<file path="src/rtl/ps2_key_decoder.sv">
//==============================================================================
// Module   : ps2_key_decoder
// Purpose  : Scan-code set 2 make/break decoder for the Icy Tower controls.
//            Optional macro PS2_PREFIX_TIMEOUT_EN abandons stale E0/F0 prefixes.
// Revision : 1.0 - initial release
//==============================================================================
`default_nettype none

module ps2_key_decoder #(
  parameter int unsigned TIMEOUT_CYCLES = 1_000_000
) (
  input  logic       clk,
  input  logic       rst,
  input  logic [7:0] key,
  input  logic       new_event,
  output logic       left_held,
  output logic       right_held,
  output logic       jump_held,
  output logic       move_left,
  output logic       move_right,
  output logic       jump_pulse,
  output logic       enter_pulse,
  output logic       esc_pulse,
  output logic [7:0] last_code
);

  localparam logic [7:0] c_ext   = 8'hE0;
  localparam logic [7:0] c_brk   = 8'hF0;
  localparam logic [7:0] c_bat   = 8'hAA;
  localparam logic [7:0] c_err0  = 8'h00;
  localparam logic [7:0] c_errf  = 8'hFF;
  localparam logic [7:0] c_left  = 8'h6B;
  localparam logic [7:0] c_right = 8'h74;
  localparam logic [7:0] c_up    = 8'h75;
  localparam logic [7:0] c_space = 8'h29;
  localparam logic [7:0] c_enter = 8'h5A;
  localparam logic [7:0] c_esc   = 8'h76;

  typedef enum logic [1:0] {
    S_IDLE    = 2'd0,
    S_EXT     = 2'd1,
    S_BRK     = 2'd2,
    S_EXT_BRK = 2'd3
  } state_t;

  typedef enum logic [1:0] {
    P_NONE  = 2'd0,
    P_LEFT  = 2'd1,
    P_RIGHT = 2'd2
  } prio_t;

  state_t     state_q, state_d;
  prio_t      prio_q, prio_d;
  logic       left_q, left_d, right_q, right_d, up_q, up_d;
  logic       space_q, space_d, enter_q, enter_d, esc_q, esc_d;
  logic       move_left_q, move_left_d, move_right_q, move_right_d;
  logic       jump_held_q, jump_held_d;
  logic       jump_pulse_q, jump_pulse_d, enter_pulse_q, enter_pulse_d;
  logic       esc_pulse_q, esc_pulse_d;
  logic [7:0] last_code_q, last_code_d;

  logic w_make, w_break, w_ext, w_resync, w_timeout, w_key_evt;

`ifdef PS2_PREFIX_TIMEOUT_EN
  localparam int unsigned CNT_W = $clog2(TIMEOUT_CYCLES + 1);
  logic [CNT_W-1:0] tcnt_q, tcnt_d;

  assign w_timeout = (state_q != S_IDLE) && (tcnt_q == CNT_W'(TIMEOUT_CYCLES));

  always_comb begin
    tcnt_d = '0;
    if ((state_q != S_IDLE) && !new_event && !w_timeout) begin
      tcnt_d = tcnt_q + 1'b1;
    end
  end

  always_ff @(posedge clk or posedge rst) begin
    if (rst) begin
      tcnt_q <= '0;
    end else begin
      tcnt_q <= tcnt_d;
    end
  end
`else
  assign w_timeout = 1'b0;
`endif

  // Prefix tracking: classify each final byte as make/break, plain/extended.
  always_comb begin
    state_d  = state_q;
    w_make   = 1'b0;
    w_break  = 1'b0;
    w_ext    = 1'b0;
    w_resync = 1'b0;
    if (new_event) begin
      case (state_q)
        S_IDLE: begin
          if (key == c_ext)      state_d = S_EXT;
          else if (key == c_brk) state_d = S_BRK;
          else if (key == c_bat || key == c_err0 || key == c_errf) w_resync = 1'b1;
          else                   w_make = 1'b1;
        end
        S_EXT: begin
          if (key == c_brk)      state_d = S_EXT_BRK;
          else if (key == c_ext) state_d = S_EXT;
          else begin
            w_make  = 1'b1;
            w_ext   = 1'b1;
            state_d = S_IDLE;
          end
        end
        S_BRK: begin
          if (key == c_ext)      state_d = S_EXT;
          else if (key == c_brk) state_d = S_BRK;
          else begin
            w_break = 1'b1;
            state_d = S_IDLE;
          end
        end
        S_EXT_BRK: begin
          if (key == c_ext)      state_d = S_EXT;
          else if (key == c_brk) state_d = S_BRK;
          else begin
            w_break = 1'b1;
            w_ext   = 1'b1;
            state_d = S_IDLE;
          end
        end
        default: state_d = S_IDLE;
      endcase
    end else if (w_timeout) begin
      state_d = S_IDLE;
    end
  end

  assign w_key_evt = w_make | w_break;

  always_comb begin
    left_d  = left_q;
    right_d = right_q;
    up_d    = up_q;
    space_d = space_q;
    enter_d = enter_q;
    esc_d   = esc_q;
    prio_d  = prio_q;
    if (w_resync) begin
      left_d  = 1'b0;
      right_d = 1'b0;
      up_d    = 1'b0;
      space_d = 1'b0;
      enter_d = 1'b0;
      esc_d   = 1'b0;
      prio_d  = P_NONE;
    end else if (w_key_evt) begin
      if (w_ext) begin
        if (key == c_left)  left_d  = w_make;
        if (key == c_right) right_d = w_make;
        if (key == c_up)    up_d    = w_make;
      end else begin
        if (key == c_space) space_d = w_make;
        if (key == c_enter) enter_d = w_make;
        if (key == c_esc)   esc_d   = w_make;
      end
      // Only a fresh press claims priority; releasing hands it to the other side.
      if (left_d && !left_q)   prio_d = P_LEFT;
      if (right_d && !right_q) prio_d = P_RIGHT;
      if (!left_d && left_q)   prio_d = right_q ? P_RIGHT : P_NONE;
      if (!right_d && right_q) prio_d = left_q ? P_LEFT : P_NONE;
    end
  end

  always_comb begin
    move_left_d   = left_d && (!right_d || prio_d == P_LEFT);
    move_right_d  = right_d && (!left_d || prio_d == P_RIGHT);
    jump_held_d   = space_d | up_d;
    jump_pulse_d  = (space_d & ~space_q) | (up_d & ~up_q);
    enter_pulse_d = enter_d & ~enter_q;
    esc_pulse_d   = esc_d & ~esc_q;
    last_code_d   = new_event ? key : last_code_q;
  end

  always_ff @(posedge clk or posedge rst) begin
    if (rst) begin
      state_q       <= S_IDLE;
      prio_q        <= P_NONE;
      left_q        <= 1'b0;
      right_q       <= 1'b0;
      up_q          <= 1'b0;
      space_q       <= 1'b0;
      enter_q       <= 1'b0;
      esc_q         <= 1'b0;
      move_left_q   <= 1'b0;
      move_right_q  <= 1'b0;
      jump_held_q   <= 1'b0;
      jump_pulse_q  <= 1'b0;
      enter_pulse_q <= 1'b0;
      esc_pulse_q   <= 1'b0;
      last_code_q   <= 8'h00;
    end else begin
      state_q       <= state_d;
      prio_q        <= prio_d;
      left_q        <= left_d;
      right_q       <= right_d;
      up_q          <= up_d;
      space_q       <= space_d;
      enter_q       <= enter_d;
      esc_q         <= esc_d;
      move_left_q   <= move_left_d;
      move_right_q  <= move_right_d;
      jump_held_q   <= jump_held_d;
      jump_pulse_q  <= jump_pulse_d;
      enter_pulse_q <= enter_pulse_d;
      esc_pulse_q   <= esc_pulse_d;
      last_code_q   <= last_code_d;
    end
  end

  assign left_held   = left_q;
  assign right_held  = right_q;
  assign jump_held   = jump_held_q;
  assign move_left   = move_left_q;
  assign move_right  = move_right_q;
  assign jump_pulse  = jump_pulse_q;
  assign enter_pulse = enter_pulse_q;
  assign esc_pulse   = esc_pulse_q;
  assign last_code   = last_code_q;

endmodule

`default_nettype wire

</file>
<file path="config.mk">
export PLATFORM = sky130hd
export DESIGN_NAME = ps2_key_decoder
export DESIGN_NICKNAME = d
export VERILOG_FILES = /design/src/rtl/ps2_key_decoder.sv
export SDC_FILE = /design/constraint.sdc
export NUM_CORES = 1
export LEC_CHECK = 0
export BUFFER_PORTS_ARGS = -buffer_cell sky130_fd_sc_hd__buf_2
export CAP_MARGIN = 20
export CORE_MARGIN = 1.5
export CORE_UTILIZATION = 51
export CTS_BUF_LIST = sky130_fd_sc_hd__clkbuf_8
export DETAILED_ROUTE_END_ITERATION = 8
export GPL_TIMING_DRIVEN = 0
export PLACE_DENSITY = 0.89
export SLEW_MARGIN = 20
export SYNTH_ARGS = -nofsm -noshare
export SYNTH_HDL_FRONTEND = slang
export SYNTH_SLANG_ARGS = --single-unit
</file>
<file path="constraint.sdc">
create_clock -name clk -period 2 [get_ports clk]
set_clock_uncertainty 0.05 [all_clocks]
set_input_delay 0 -clock clk [delete_from_list [all_inputs] [get_ports clk]]
set_output_delay 0 -clock clk [all_outputs]
set_load 0.03 [all_outputs]
</file>
==> qor.txt, run 1 <==
Achievable Freq: 0.4878 GHz
Area of the core: 2477 um2
P_leak: 0.7352 nW
Post-synthesis async set-or-reset flop share: 100.0%
Final cell count without fillers: 190
Data arrival time of the critical path: 2.17 ns
Post-synth cell types: 48
Slew margin rel.: 41.93%
Final setup violation count: 1
Maximum fanout count along the critical path: 4
Die H: 54.33 um
Antenna diode instance count: 0
Worst Slack Setup Final: -0.04991 ns
Initial DRT Pass Iterations: 4
Effective utilization at floorplan: 54.24%
Final slew viol count: 0
Transition time at the pin with the least slew margin: 0.8700 ns
Count of flip-flops with a built-in enable after synthesis: 0
Failing checks: negative setup slack
# clock sinks: 24
Share of cells above drive strength 1: 34.38%
YS warnings: 0
Chip Width: 54.33 um
Number of buffers added by the clock tree synthesis step: 3
Routed wl met2: 1.548 mm
Total power divided by cell area: 638.0 nW/um2
Worst min path class: in2reg
Number of failing hold endpoints at the final stage: 0
Slack of the worst reg-to-reg path: -0.05 ns
Core utilization of the finished layout: 64.65%
Maximum number of pins on one net before global-route repair: 25
Clock tree root driver cell: sky130_fd_sc_hd__clkbuf_8
Synth Cell Area: 1344 um2
Post-cts resize count: 0
All-layer global routing usage: 24.07%
H-tree lvl count: 1
Sort of element at the start of the critical path: register
Fill count: 198
First DRT Iteration DRCs: 70
Detailed Route WL: 3.125 mm
Clock tree from TritonCTS: yes
FF+latch count, synth: 24
Largest vdd supply drop: 581.1 uV
Number of nets at the end of the flow: 172
Area grow syn2layout: 19.18%
Minimum hold slack: 0.02110 ns
Clock edge transition at the registers on the reported setup and hold paths: 0.09 ns
Mapped Avg Cell Area: 10.66 um2
Setup Crit Path Kind: reg2reg
Max Buffers Root-to-Sink: 2
Metal-1 WL: 1.243 mm
Final HPWL from detailed placement: 2.128 mm
Area of the die: 2952 um2
Uppermost layer routed: met4
Number of vias per cell after detailed routing: 6.300
Drc violations: 0
PnR Total Power: 1.022 mW
Later-pin clock latency in the skew report: 0.27 ns
Unrepaired setup endpoints after global routing: true
Worst Path Required: 2.12 ns
Average routed wire per standard cell: 16.45 um
Global route total overflow: 0
Final critical delay including setup and external delays: 2.050 ns
Final std cell area, no fill: 1602 um2
Setup slack after placement: -0.1305 ns
Number of standard cells after synthesis: 126
Input/output buffers: 26
Placed instance count: 182
Kind of end point of the critical path: register
Instance area after placement: 1511 um2
Max_cap viols: 0
Max reg flops: 8
Status: finished, violations left
Antenna violations before repair: 0
Number of primary I/O pins: 27
Routability Congestion: 0.8246
Final total negative setup slack: -0.04991 ns
Most used DFF post-synth: sky130_fd_sc_hd__dfrtp_1
Post-Synthesis Net Count: 137
Via Count: 1197
Fraction of the cycle the final worst path needs: 102.5%
Portion of the post-synthesis area used by sequential elements: 44.69%
Site Rows: 18
Count of antenna-violating nets left after detailed routing: 0
Global-route wire length before repair: 5.126 mm
Number of global-route vias before repair: 1152
WL met3: 239 um
-- layer usage --
layer	vias to the layer above	GRT usage, %
met3	13	5.738
met5	-	0
met2	66	39.56
li1	549	-
met1	569	29.55
met4	0	11.67
-- final cells by class --
class | count | area (um2) | share of cell area (%)
Clock buffer | 4 | 55.05 | 3.437
Buffer | 2 | 15.01 | 0.9375
Multi-Input combinational cell | 94 | 705.7 | 44.06
Tap cell | 30 | 37.54 | 2.344
Inverter | 6 | 22.52 | 1.406
Timing Repair Buffer | 30 | 165.2 | 10.31
Sequential cell | 24 | 600.6 | 37.50
-- worst max-delay path, stage by stage (launching register included) --
cell and delay, ns:
sky130_fd_sc_hd__dfrtp_1 0.36, sky130_fd_sc_hd__nand4bb_1 0.16, sky130_fd_sc_hd__or3_4 0.41, sky130_fd_sc_hd__nor2_8 0.12, sky130_fd_sc_hd__a21oi_2 0.08, sky130_fd_sc_hd__o41ai_4 0.36
sky130_fd_sc_hd__nand2_2 0.10, sky130_fd_sc_hd__o41ai_2 0.30
-- report_power, final --
group          total, mW  switching [mW]  internal, mW
clock network      0.332           0.156         0.176
logic              0.169           0.114        0.0552
registers          0.521          0.0106         0.510
-- cells in the mapped netlist (3+ instances only) --
master	number	area (um2)
sky130_fd_sc_hd__nor4_1	3	18.77
sky130_fd_sc_hd__nor3_1	4	20.02
sky130_fd_sc_hd__and2_1	3	18.77
sky130_fd_sc_hd__nand3_1	3	15.01
sky130_fd_sc_hd__mux2_2	6	67.56
sky130_fd_sc_hd__a31oi_1	3	18.77
sky130_fd_sc_hd__o21ai_0	3	15.01
sky130_fd_sc_hd__a21oi_1	7	35.03
sky130_fd_sc_hd__dfrtp_1	24	600.6
sky130_fd_sc_hd__nand4_1	3	18.77
sky130_fd_sc_hd__inv_1	6	22.52
sky130_fd_sc_hd__nor2b_1	3	18.77
sky130_fd_sc_hd__nand2_1	8	30.03
sky130_fd_sc_hd__nor2_1	10	37.54
-- timing repair --
action	CTS	global route
pin swaps	1	0
setup buffers	2	0
hold buffers	2	0
gates cloned	0	0
endpoints found under the hold margin	25	0
setup endpoints to repair	2	2
-- layout by cell type (no fill, tap or decap), types with 2 or more instances in the layout --
cell,instances
sky130_fd_sc_hd__a21oi_1,7
sky130_fd_sc_hd__a31oi_1,3
sky130_fd_sc_hd__and2_1,3
sky130_fd_sc_hd__buf_2,26
sky130_fd_sc_hd__buf_4,2
sky130_fd_sc_hd__clkbuf_8,4
sky130_fd_sc_hd__dfrtp_1,24
sky130_fd_sc_hd__dlygate4sd3_1,2
sky130_fd_sc_hd__inv_1,6
sky130_fd_sc_hd__mux2_2,6
sky130_fd_sc_hd__nand2_1,8
sky130_fd_sc_hd__nand3_1,3
sky130_fd_sc_hd__nand4_1,3
sky130_fd_sc_hd__nor2_1,10
sky130_fd_sc_hd__nor2b_1,3
sky130_fd_sc_hd__nor3_1,4
sky130_fd_sc_hd__nor4_1,3
sky130_fd_sc_hd__o211ai_1,2
sky130_fd_sc_hd__o21a_1,2
sky130_fd_sc_hd__o21ai_0,3
sky130_fd_sc_hd__o22ai_1,2
sky130_fd_sc_hd__o31ai_1,2
sky130_fd_sc_hd__or3_1,2
sky130_fd_sc_hd__or3_4,2
-- kinds of logic after synthesis --
family / synth area share [%]
AO/OA/AOI/OAI: 20.30
XOR/XNOR: 0.6519
buffers and inverters: 2.793
flip-flops: 44.69
multiplexers: 5.772
AND/OR/NAND/NOR: 25.79
-- final timing paths --
kind | start | depth (start not counted) | endpoint
min in group asynchronous | rst | 3 | last_code[0]$_DFFE_PP0P_
max in group asynchronous | rst | 3 | enter_pulse$_DFF_PP0_
max reg2reg | state_q[0]$_DFFE_PP0P_ | 7 | move_right$_DFF_PP0_
min | new_event | 3 | last_code[0]$_DFFE_PP0P_
min reg2reg | esc_q$_DFF_PP0_ | 1 | esc_pulse$_DFF_PP0_
max | state_q[0]$_DFFE_PP0P_ | 7 | move_right$_DFF_PP0_
(Power assumes the default switching activity.)
==> inputs of run 2 (changes only) <==
HOLD_SLACK_MARGIN = 0.1   (was not set)
==> run 2 against run 1 <==
Net effect: the run still ends with negative setup slack left; sequential share of layout area is 2.2 points lower; critical path depth stayed put; utilization is 3.9 points higher; final area is 6.1% higher; setup slack worse by 0.057 ns; clock power hardly changed; maximum frequency is 2.7% lower; global-route usage is 3.1 points higher; non-clock buffer count is 9 higher; wire length is 14% higher.
==> qor.txt, run 2 (synthesis gave the netlist of run 1 again) <==
Status: finished, violations left
Failing checks: negative setup slack
P_leak: 0.7757 nW (+5.5%)
Setup slack after placement: -0.1305 ns (unchanged)
Number of vias per cell after detailed routing: 6.442 (+2.3%)
Sort of element at the start of the critical path: register
Drc violations: 0 (unchanged)
Largest vdd supply drop: 652.8 uV (+12%)
Fraction of power consumed by combinational cells: 17.9% (+1.3 points)
Achievable Freq: 0.4746 GHz (-2.7%)
Max reg flops: 8 (unchanged)
Number of primary I/O pins: 27 (unchanged)
Via Count: 1282 (+7.1%)
Sequential cell fraction of total power: 50.2% (-0.8 points)
Site Rows: 18 (unchanged)
Total power divided by cell area: 611.6 nW/um2 (-4.1%)
H-tree lvl count: 1 (unchanged)
Effective utilization at floorplan: 54.24% (unchanged)
Maximum number of pins on one net before global-route repair: 25 (unchanged)
Worst hold path stage count: 4 (+1)
Number of failing hold endpoints at the final stage: 0 (unchanged)
Global route total overflow: 0 (unchanged)
Area grow syn2layout: 26.44%
Area of the die: 2952 um2 (unchanged)
Die H: 54.33 um (unchanged)
Max Buffers Root-to-Sink: 2 (unchanged)
Average routed wire per standard cell: 17.83 um (+8.4%)
Fraction of power spent switching nets: 27.59% (+0.14 points)
Clock tree from TritonCTS: yes
Detailed Route WL: 3.548 mm (+14%)
Share of cells above drive strength 1: 32.54% (-1.8 points)
Proportion of power drawn by the clock network: 31.9% (-0.6 points)
Worst Slack Setup Final: -0.1068 ns (-0.05694 ns)
Unrepaired setup endpoints after global routing: true
Final critical delay including setup and external delays: 2.107 ns (+0.05694 ns)
Number of global-route vias before repair: 1220 (+5.9%)
Routability Congestion: 0.8246 (unchanged)
Global-route wire length before repair: 5.713 mm (+11%)
Antenna violations before repair: 0 (unchanged)
Max_cap viols: 0 (unchanged)
Worst Path Required: 2.13 ns (about the same)
Antenna diode instance count: 0 (unchanged)
Commonest non-fill, non-tap cell in the layout: sky130_fd_sc_hd__buf_2
Data arrival time of the critical path: 2.23 ns (+0.06 ns)
Switching pwr: 286.7 uW (+2.2%)
Worst min path class: in2reg
First DRT Iteration DRCs: 69 (-1.4%)
Count of antenna-violating nets left after detailed routing: 0 (unchanged)
Number of nets at the end of the flow: 181 (+5.2%)
Number of buffers added by the clock tree synthesis step: 3 (unchanged)
Final setup violation count: 2 (+1)
Int Pwr: 752.6 uW (+1.5%)
Maximum fanout count along the critical path: 5 (+1)
Chip Width: 54.33 um (unchanged)
Clock edge transition at the registers on the reported setup and hold paths: 0.08 ns (about the same)
Initial DRT Pass Iterations: 4 (unchanged)
Input/output buffers: 26 (unchanged)
Most frequent cells in the layout: sky130_fd_sc_hd__buf_2 (26), sky130_fd_sc_hd__dfrtp_1 (24), sky130_fd_sc_hd__dlygate4sd3_1 (11)
Setup Crit Path Kind: reg2reg
Final HPWL from detailed placement: 2.128 mm (unchanged)
Fraction of the cycle the final worst path needs: 105.3% (+2.8 points)
Depth of the worst register-to-register path: 7 (unchanged)
Later-pin clock latency in the skew report: 0.27 ns (about the same)
Final total negative setup slack: -0.1275 ns (-0.07756 ns)
Clock tree root driver cell: sky130_fd_sc_hd__clkbuf_8
Kind of end point of the critical path: register
Transition time at the pin with the least slew margin: 0.8980 ns (+0.02797 ns)
Slew margin rel.: 40.07% (-1.9 points)
Final slew viol count: 0 (unchanged)
All-layer global routing usage: 27.15% (+3.1 points)
PnR Total Power: 1.039 mW (+1.7%)
Area of the core: 2477 um2 (unchanged)
# clock sinks: 24 (unchanged)
==> run 2: what timing repair did <==
action                                  in CTS  in global routing
hold buffers                                11                  0
pin swaps                                    1                  0
buffers inserted                             2                  0
gates resized for setup                      0                  1
hold endpoints to repair                    34                  0
endpoints found under the setup margin       2                  2
==> run 2: worst max-delay path, stage by stage (launching register included) <==
cell	delay [ns]
sky130_fd_sc_hd__dfrtp_1	0.36
sky130_fd_sc_hd__buf_4	0.14
sky130_fd_sc_hd__nand4_1	0.20
sky130_fd_sc_hd__o21ai_0	0.39
sky130_fd_sc_hd__a21oi_1	0.13
sky130_fd_sc_hd__o41ai_4	0.33
sky130_fd_sc_hd__nand2_2	0.10
sky130_fd_sc_hd__o41ai_2	0.30
==> run 2: layer usage <==
metal / vias up / wire (um) / GRT usage [%] / part of all wire, %
li1: 565 / - / - / -
met1: 621 / 1341 / 32.69 / 38
met2: 76 / 1812 / 46.79 / 51
met3: 20 / 252 / 5.191 / 7.1
met4: 0 / 142 / 12.08 / 4.0
met5: - / 0 / 0 / 0
==> run 2: through the flow <==
| stage | instances | hold slack [ns] | utilization (%) | area (um2) |
|---|---|---|---|---|
| floorplan | 126 | -0.03538 | - | 1344 |
| global placement | 182 | 0.1599 | 61.01 | 1511 |
| detailed placement | 182 | 0.1747 | 61.01 | 1511 |
| CTS | 199 | 0.1480 | 68.28 | 1692 |
| global route | 199 | 0.1819 | 68.59 | 1699 |
| finish | 199 | 0.1550 | 68.59 | 1699 |
==> run 2: worst paths after layout <==
kind                                        start                      to  slack [ns]
max reg2reg                state_q[0]$_DFFE_PP0P_    move_right$_DFF_PP0_       -0.11
min                                        key[1]  state_q[1]$_DFFE_PP0P_        0.16
min in group asynchronous                     rst     jump_held$_DFF_PP0_        0.40
max                        state_q[0]$_DFFE_PP0P_    move_right$_DFF_PP0_       -0.11
min reg2reg                       esc_q$_DFF_PP0_     esc_pulse$_DFF_PP0_        0.38
max in group asynchronous                     rst       space_q$_DFF_PP0_        0.94
==> run 2: power by group through the flow <==
stage          Combinational, mW  Sequential [mW]  Clock [mW]
3_5_place_dp               0.163            0.531           0
2_1_floorplan             0.0609            0.573           0
5_1_grt                    0.199            0.524       0.359
3_3_place_gp               0.159            0.530           0
4_1_cts                    0.179            0.521       0.336
6_report                   0.186            0.522       0.332
==> run 2: final cells by class <==
type	count	area, um2
fill	185	778.2
multi-input combinational	94	713.2
sequential	24	600.6
timing repair buffer	39	255.2
clock buffer	4	55.05
tap	30	37.54
inverter	6	22.52
buffer	2	15.01
